$ cat config.mk
export PLATFORM = sky130hd
export DESIGN_NAME = winograd_out_xform_stream_flat
export DESIGN_NICKNAME = d
export VERILOG_FILES = /design/src/rtl/winograd_out_xform_stream_if.sv /design/src/rtl/winograd_out_xform_stream.sv /design/src/flat_wrapper.sv
export SDC_FILE = /design/constraint.sdc
export NUM_CORES = 1
export LEC_CHECK = 0
export CAP_MARGIN = 20
export CORE_ASPECT_RATIO = 1.1
export CORE_MARGIN = 2
export CORE_UTILIZATION = 40
export CTS_CLUSTER_DIAMETER = 30
export DETAILED_ROUTE_END_ITERATION = 10
export SLEW_MARGIN = 15
export SYNTH_ARGS = -nofsm -noshare
export SYNTH_HDL_FRONTEND = slang
export SYNTH_SLANG_ARGS = --single-unit
$ cat constraint.sdc
create_clock -name clk -period 23.3 [get_ports clk]
set_clock_uncertainty 0.1 [all_clocks]
set_input_delay 5.825 -clock clk [delete_from_list [all_inputs] [get_ports clk]]
set_output_delay 5.825 -clock clk [all_outputs]
set_load 0.01 [all_outputs]
$ cat src/rtl/winograd_out_xform_stream_if.sv
// winograd_out_xform_stream_if: row-beat input and tile output handshake bundle
interface winograd_out_xform_stream_if #(
  parameter int DW = 32,
  parameter int OW = 32,
  parameter int CH = 1
);
  logic in_valid, in_ready, in_sof;
  logic [CH*4*DW-1:0] in_data;
  logic out_valid, out_ready, out_sat, err_sync;
  logic [CH*4*OW-1:0] out_data;
  logic [15:0] tile_cnt;
  modport master (
    output in_valid, in_sof, in_data, out_ready,
    input in_ready, out_valid, out_data, out_sat, err_sync, tile_cnt
  );
  modport slave (
    input in_valid, in_sof, in_data, out_ready,
    output in_ready, out_valid, out_data, out_sat, err_sync, tile_cnt
  );
endinterface

$ cat src/rtl/winograd_out_xform_stream.sv
// winograd_out_xform_stream: streaming Winograd F(2x2,3x3) output transform, one M row per beat
module winograd_out_xform_stream #(
  parameter int DW = 32,
  parameter int OW = 32,
  parameter int CH = 1,
  parameter int SHIFT = 0,
  parameter int SAT = 1
) (
  input logic clk,
  input logic rst,
  winograd_out_xform_stream_if.slave bus
);
  localparam int W = DW + 4;
  localparam int VW = (W + 1 > OW + 1) ? W + 1 : OW + 1;
  localparam logic signed [W:0] RND = ((W+1)'(1) << SHIFT) >> 1;
  localparam logic signed [VW-1:0] MAXV = {{(VW-OW+1){1'b0}}, {(OW-1){1'b1}}};
  localparam logic signed [VW-1:0] MINV = {{(VW-OW+1){1'b1}}, {(OW-1){1'b0}}};
  logic [1:0] r, row;
  logic signed [DW+1:0] mm [CH][4];
  logic signed [DW+1:0] t0 [CH], t1 [CH];
  logic signed [W-1:0] acc [CH][4], acc_n [CH][4];
  logic [CH*4*OW-1:0] pd;
  logic [CH*4-1:0] pc;
  logic xfer_in, xfer_out, load;
  // returns {clipped, lane}; the extra headroom bit keeps the rounding add exact
  function automatic logic [OW:0] post(input logic signed [W-1:0] a);
    logic signed [W:0] s;
    logic signed [VW-1:0] v;
    logic hi, lo;
    s = ($signed({a[W-1], a}) + RND) >>> SHIFT;
    v = VW'(s);
    hi = SAT != 0 && v > MAXV;
    lo = SAT != 0 && v < MINV;
    return {hi | lo, hi ? MAXV[OW-1:0] : lo ? MINV[OW-1:0] : v[OW-1:0]};
  endfunction
  assign bus.in_ready = !(r == 2'd3 && bus.out_valid && !bus.out_ready);
  assign xfer_in = bus.in_valid && bus.in_ready;
  assign xfer_out = bus.out_valid && bus.out_ready;
  // a sof beat always restarts the tile as row 0
  assign row = bus.in_sof ? 2'd0 : r;
  assign load = xfer_in && row == 2'd3;
  always_comb begin
    pd = '0;
    pc = '0;
    for (int c = 0; c < CH; c++) begin
      for (int j = 0; j < 4; j++) mm[c][j] = (DW+2)'($signed(bus.in_data[(c*4+j)*DW +: DW]));
      t0[c] = mm[c][0] + mm[c][1] + mm[c][2];
      t1[c] = mm[c][1] - mm[c][2] - mm[c][3];
      acc_n[c][0] = row == 2'd0 ? W'(t0[c]) : row == 2'd3 ? acc[c][0] : acc[c][0] + W'(t0[c]);
      acc_n[c][1] = row == 2'd0 ? W'(t1[c]) : row == 2'd3 ? acc[c][1] : acc[c][1] + W'(t1[c]);
      acc_n[c][2] = row == 2'd0 ? '0 : row == 2'd1 ? acc[c][2] + W'(t0[c]) : acc[c][2] - W'(t0[c]);
      acc_n[c][3] = row == 2'd0 ? '0 : row == 2'd1 ? acc[c][3] + W'(t1[c]) : acc[c][3] - W'(t1[c]);
      for (int k = 0; k < 4; k++) {pc[c*4+k], pd[(c*4+k)*OW +: OW]} = post(acc_n[c][k]);
    end
  end
  always_ff @(posedge clk) begin
    if (!rst) begin
      r <= 2'd0;
      acc <= '{default: '0};
      bus.out_valid <= 1'b0;
      bus.out_data <= '0;
      bus.out_sat <= 1'b0;
      bus.err_sync <= 1'b0;
      bus.tile_cnt <= 16'd0;
    end else begin
      if (xfer_in) begin
        r <= row + 2'd1;
        acc <= acc_n;
        if (bus.in_sof && r != 2'd0) bus.err_sync <= 1'b1;
      end
      if (load) begin
        bus.out_valid <= 1'b1;
        bus.out_data <= pd;
        bus.out_sat <= |pc;
      end else if (xfer_out) bus.out_valid <= 1'b0;
      if (xfer_out) bus.tile_cnt <= bus.tile_cnt + 16'd1;
    end
  end
endmodule

$ cat src/flat_wrapper.sv
// flat-port wrapper written by rule: the top's interface ports become plain ports
module winograd_out_xform_stream_flat 
#(
  parameter int DW = 32,
  parameter int OW = 32,
  parameter int CH = 1,
  parameter int SHIFT = 0,
  parameter int SAT = 1
)
  (clk, rst, bus_in_valid, bus_in_sof, bus_in_data, bus_out_ready, bus_in_ready, bus_out_valid, bus_out_data, bus_out_sat, bus_err_sync, bus_tile_cnt);
  winograd_out_xform_stream_if #(.DW(DW), .OW(OW), .CH(CH)) bus_i ();
  input logic clk;
  input logic rst;
  input wire logic [$bits(bus_i.in_valid)-1:0] bus_in_valid;
  input wire logic [$bits(bus_i.in_sof)-1:0] bus_in_sof;
  input wire logic [$bits(bus_i.in_data)-1:0] bus_in_data;
  input wire logic [$bits(bus_i.out_ready)-1:0] bus_out_ready;
  output wire logic [$bits(bus_i.in_ready)-1:0] bus_in_ready;
  output wire logic [$bits(bus_i.out_valid)-1:0] bus_out_valid;
  output wire logic [$bits(bus_i.out_data)-1:0] bus_out_data;
  output wire logic [$bits(bus_i.out_sat)-1:0] bus_out_sat;
  output wire logic [$bits(bus_i.err_sync)-1:0] bus_err_sync;
  output wire logic [$bits(bus_i.tile_cnt)-1:0] bus_tile_cnt;
  assign bus_i.in_valid = bus_in_valid;
  assign bus_i.in_sof = bus_in_sof;
  assign bus_i.in_data = bus_in_data;
  assign bus_i.out_ready = bus_out_ready;
  assign bus_in_ready = bus_i.in_ready;
  assign bus_out_valid = bus_i.out_valid;
  assign bus_out_data = bus_i.out_data;
  assign bus_out_sat = bus_i.out_sat;
  assign bus_err_sync = bus_i.err_sync;
  assign bus_tile_cnt = bus_i.tile_cnt;
  winograd_out_xform_stream #(.DW(DW), .OW(OW), .CH(CH), .SHIFT(SHIFT), .SAT(SAT)) u_core (.clk(clk), .rst(rst), .bus(bus_i));
endmodule
# --- Word level (Yosys, flattened, before mapping) ---
# Index checks and enable logic that the tools add are counted.
totals:
  reg_bits: 293
  inputBits: 133
  wordCells: 69
classes:
  n_addsub: 12
  order_cmp: 8
  n_eq_ne: 3
  muxes: 19
  bitwise: 4
  reduce_logical: 13
op_table:
  columns: ["operator", "count"]
  rows:
  - ["2-to-1 mux 36 bit", 8]
  - ["2-to-1 mux 32 bit", 8]
  - ["> comparator 36 x 32 -> 1 bit (second input constant)", 4]
  - ["< comparator 36 x 32 -> 1 bit (second input constant)", 4]
  - ["adder 36 x 34 -> 36 bit", 2]
  - ["adder 36 bit", 2]
  - ["subtractor 36 bit", 2]
  - ["adder 33 x 32 -> 34 bit", 1]
  - ["subtractor 33 x 32 -> 34 bit", 1]
  - ["adder 32 x 32 -> 33 bit", 1]
  - ["subtractor 32 x 32 -> 33 bit", 1]
  - ["adder 16 x 1 -> 16 bit (second input constant)", 1]
  - ["logical AND 1 bit", 6]
  - ["equality test 2 bit (second input constant)", 2]
  - ["OR 1 bit", 4]
  - ["nonzero test 2 bit", 2]
  - ["OR reduction 4 bit", 1]
  - ["adder 2 x 1 -> 2 bit (second input constant)", 1]
  - ["equality test 2 x 1 -> 1 bit (second input constant)", 1]
  - ["logical NOT 1 bit", 2]
  - ["logical NOT 2 bit", 1]
  - ["2-to-1 mux 1 bit", 2]
  - ["2-to-1 mux 2 bit", 1]
  - ["AND reduction 2 bit", 1]

# --- Depth between registers and ports, before layout ---
logic_depth:
  word_depth: 8
  mapped_depth: 34

# --- Worst setup path before layout ---
# OpenSTA, ideal clock, no wires.
synth_path:
  kind: "input-to-reg"
  start: "input bus_in_data[64]"
  end: "register u_core.bus.out_data[104]"
  setup_ns: 0.132
  t_arrival_ns: 12.485
  required_time_ns: 23.068
  setup_slack_ns: 10.583
  path_stages: 32
  path_cell_list: "inv_1 fa_1 inv_1 ha_1 or2_2 fa_1 a21o_1 a21oi_1 mux2i_1 or3b_1 nor4b_1 and3b_1 nor3b_1 nor2b_1 a21oi_1 xor2_1 ha_1 a21o_1 a31o_2 o31ai_1 a21oi_1 a2111o_1 o21ba_2 a22oi_1 o41a_1 nor2_1 and3_1 or2_1 buf_6 buf_6 a31oi_1 a21oi_1"
synth_between:
  elab_chain_len: 8
synth_rtl:
  columns: ["element", "line_no", "rtl"]
  rows:
  - ["from (decl)", "flat_wrapper.sv:16", "input wire logic [$bits(bus_i.in_data)-1:0] bus_in_data;"]
  - ["subtractor 32 x 32 -> 33 bit (*)", "winograd_out_xform_stream.sv:48", "t1[c] = mm[c][1] - mm[c][2] - mm[c][3];"]
  - ["subtractor 33 x 32 -> 34 bit (*)", "winograd_out_xform_stream.sv:48", null]
  - ["subtractor 36 bit / adder 36 bit (equally long branches)", "winograd_out_xform_stream.sv:52", "acc_n[c][3] = row == 2'd0 ? '0 : row == 2'd1 ? acc[c][3] + W'(t1[c]) : acc[c][3] - W'(t1[c]);"]
  - ["2-to-1 mux 36 bit (*) (2 in series)", "winograd_out_xform_stream.sv:52", null]
  - ["< comparator 36 x 32 -> 1 bit", "winograd_out_xform_stream.sv:33", "lo = SAT != 0 && v < MINV;"]
  - ["2-to-1 mux 32 bit", "winograd_out_xform_stream.sv:34", "return {hi | lo, hi ? MAXV[OW-1:0] : lo ? MINV[OW-1:0] : v[OW-1:0]};"]
  - ["2-to-1 mux 32 bit (*)", "winograd_out_xform_stream.sv:34", null]
  - ["to (signal assigned)", "winograd_out_xform_stream.sv:73", "bus.out_data <= pd;"]
  - ["to (decl)", "winograd_out_xform_stream_if.sv:18", "output in_ready, out_valid, out_data, out_sat, err_sync, tile_cnt"]
# Mark *: on every way between the ends. The rest lies on a longest branch, timed or not.
# A chain may end at the register's enable or synchronous reset.

# --- Worst setup path in the final report ---
layout_path:
  start: "input bus_in_data[32]"
  end: "register u_core.bus.out_data[106]"
# The elaborated chain is that of the path after synthesis.

==> results.md <==
- Share of the synthesized area in the top cell type: 21.5%
- Core box area: 67600 um2
- Drt drc: 0
- Area contributors post-synth: dfxtp_1 (21%), ha_1 (9.9%), a21oi_1 (9.0%)
- Cells after Synth: 3632
- 1st-iter DRT viols: 2154
- GPL Wtd Cong: 0.982
- Reg power frac: 16.1%
- Status: finished, final reports clean
- Fin crit period: 14340 ps
- Switching share of power: 44.7%
- Largest net degree at the start of global routing: 105
- Via density: 5.84
- Die span in y: 278 um
- Max-slew headroom at the worst pin: 32.1%
- Max-cap violation count: 0
- HP Start: u_core.bus.out_data[18]
- Worst R2R Path Depth: 21
- CTS Root Buffer Type: clkbuf_16
- Routed via count: 27662
- Most frequent cells in the layout: a21oi_1 (489), nor2_1 (378), nand2_1 (335), dfxtp_1 (293), clkdlybuf4s50_1 (279)
- # IOs: 281
- # hold bufs at CTS: 0
- WHS Path Cells: 2
- First-pass GRT wire length: 149000 um
- Number of setup buffers added after CTS: 0
- CP max-delay cell: fa_1
- Syn Nets: 4049
- Initial antenna violation count: 1
- Post-DP Area: 30600 um2
- Worst Slack Setup Final: 8960 ps
- Final ANT Viol Nets: 0
- Mapped cell area: 27300 um2
- Crit Path Max Fanout: 17
- WHS Endpoint: u_core.bus.out_data[18]
- Die area: 70400 um2
- Clk buf depth: 3
- Synthesis-stage register bit count: 293
- Htree depth: 3
- Critical Path End Type: register
- Ratio of cells with drive above 1 in the final layout: 6.93%
- Vias in the first global route: 26040
- Reg2reg setup slack: 16730 ps
- RSZ-0062 raised after global routing: false
- P&R area growth vs syn: 21.5%
- Synth area leader: dfxtp_1
- DP Worst Slack: 8260 ps
- P per Cell Area: 107 nW/um2
- Die width: 253 um
- Ys async rst share: 0%
- Fmax achieved: 69.8 MHz
- Worst VDD drop: 0.0552 mV
- Worst R2R Start: u_core.r[0]
- Port bufs: 280
- Crit path from: bus_in_data[32]
- Endpoints failing setup: 0
- Leak Pwr: 13.5 nW
- Arr. time, crit path: 14660 ps
- Clock share of power: 29.5%
- Total Wirelength: 97400 um
- Clk sinks: 293
- Critical path class: input port to register
- Yosys warns: 0
- Number of synthesized flops with an enable pin: 0
- TNS Setup: 0 ps
- Netlist cell types: 104
- Final Max Slew Viols: 0
- Internal power: 1.96 mW
- Fin nets: 4230
- Reg2reg end: u_core.bus.out_data[106]
- Final Cell Area: 33200 um2
- Worst path max stage delay: 650 ps
- Combinational share of power: 54.5%
- Part of the cycle the worst path needs: 61.5%
- Worst-path clk slew: 50 ps
- Worst hold-check path type: register to register
- Most used cell along the critical path: a21oi_1
- Worst EP required: 23630 ps
- Drt first pass iters: 6
- Detailed-placement wirelength estimate: 74800 um
- Psw: 1.59 mW
- Initial Util: 40.4%
- Average instance area after synthesis: 7.52 um2
- Post-cts sizing count: 0
- Critical path startpoint category: input port
- CTS Buf Count: 72
- Hold Vio Cnt, Final: 0
- Top delay family on crit path: simple AND/OR/NAND/NOR gates
- Synth Flop Type: dfxtp_1
- TritonCTS clock tree: done
- GRT Util Overall: 26.8%
- Routed len/inst: 20.6 um
- CP Buf/Inv Count: 4
- Gr ovfl total: 0
- Clk Latency, worst-skew pair: 600 ps
- Least-Margin Pin Slew: 1010 ps
- Register area share after synthesis: 21.5%
- Most common cell after layout, fill and taps aside: a21oi_1
- Number of cell rows: 100
## how the worst max path moves through the flow
stage                                to  slack, ps  depth (start not counted)
6_report       u_core.bus.out_data[106]       8960                         31
5_1_grt        u_core.bus.out_data[108]       8260                         30
4_1_cts        u_core.bus.out_data[106]       8830                         29
3_5_place_dp   u_core.bus.out_data[106]       8260                         29
3_3_place_gp   u_core.bus.out_data[126]       8390                         29
2_1_floorplan  u_core.bus.out_data[104]      10580                         32
## state kept, by name (all words and copies together), names as in the netlist
register and count:
u_core.bus.out_valid 1, u_core.bus.err_sync 1, u_core.bus.out_data 128, u_core.r 2, u_core.acc 144, u_core.bus.tile_cnt 16, u_core.bus.out_sat 1
## cell families (layout without fill, tap and decap cells)
kind of cell / count (synthesis) / after routing / synth area share, %
compound gates: 1279 / 1279 / 29.9
simple gates: 1160 / 1160 / 20.1
buf+inv: 370 / 607 / 5.45
flops: 293 / 293 / 21.5
fa+ha+maj: 284 / 284 / 14.9
xor+xnor: 217 / 217 / 7.02
mux: 29 / 29 / 1.10
other cells: 0 / 1 / 0
## tightest hold or removal path: stages (launching register included)
cell,delay (ps)
dfxtp_1,300
nand2_1,50
a21oi_1,50
## metrics by stage
| step | instances | hold WS [ps] | util (%) | total power [mW] |
|---|---|---|---|---|
| 6_report | 4737 | 347 | 49.1 | 3.55 |
| 5_1_grt | 4736 | 371 | 49.1 | 3.77 |
| 4_1_cts | 4735 | 353 | 49.1 | 3.52 |
| 3_5_place_dp | 4605 | 347 | 45.3 | 2.46 |
| 3_3_place_gp | 4604 | 343 | 45.3 | 2.46 |
| 2_1_floorplan | 3632 | 336 | - | 1.95 |
## power by group through the flow
stage / Combinational (mW) / Clock (mW) / Sequential (mW)
after floorplan: 1.38 / 0 / 0.570
after global placement: 1.88 / 0 / 0.577
after detailed placement: 1.88 / 0 / 0.578
after CTS: 1.89 / 1.06 / 0.569
after global routing: 2.11 / 1.08 / 0.573
final: 1.93 / 1.05 / 0.570
## area by class of cell
class,instances,area (um2)
inverter,167,634
clock inverter,35,472
antenna,1,2.50
timing repair buffer,310,3030
tap,867,1080
fill,6651,34400
clock buffer,95,2080
sequential,293,5870
multi-input combinational,2969,20000
## metal layers
| layer | part of all wire (%) | up-vias | global-route usage [%] |
|---|---|---|---|
| li1 | - | 13545 | - |
| met1 | 45 | 12954 | 36.9 |
| met2 | 43 | 1008 | 41.1 |
| met3 | 8.0 | 155 | 5.29 |
| met4 | 3.4 | 0 | 10.6 |
| met5 | 0 | - | 0 |
## cell usage after synthesis, drive strengths merged (12+ instances only)
library cell	n
a211o	20
a211oi	90
a21o	74
a21oi	492
a221oi	12
a31oi	53
and2	37
and3	62
buf	63
clkbuf	140
dfxtp	293
fa	69
ha	215
inv	167
mux2i	24
nand2	337
nand2b	28
nand3	65
nand4	37
nor2	379
nor2b	40
nor3	48
o211ai	60
o21a	66
o21ai	225
o21bai	17
o221a	32
o31a	15
o31ai	15
or2	21
or3	37
or4	13
xnor2	128
xor2	89
(Power assumes the default switching activity.)
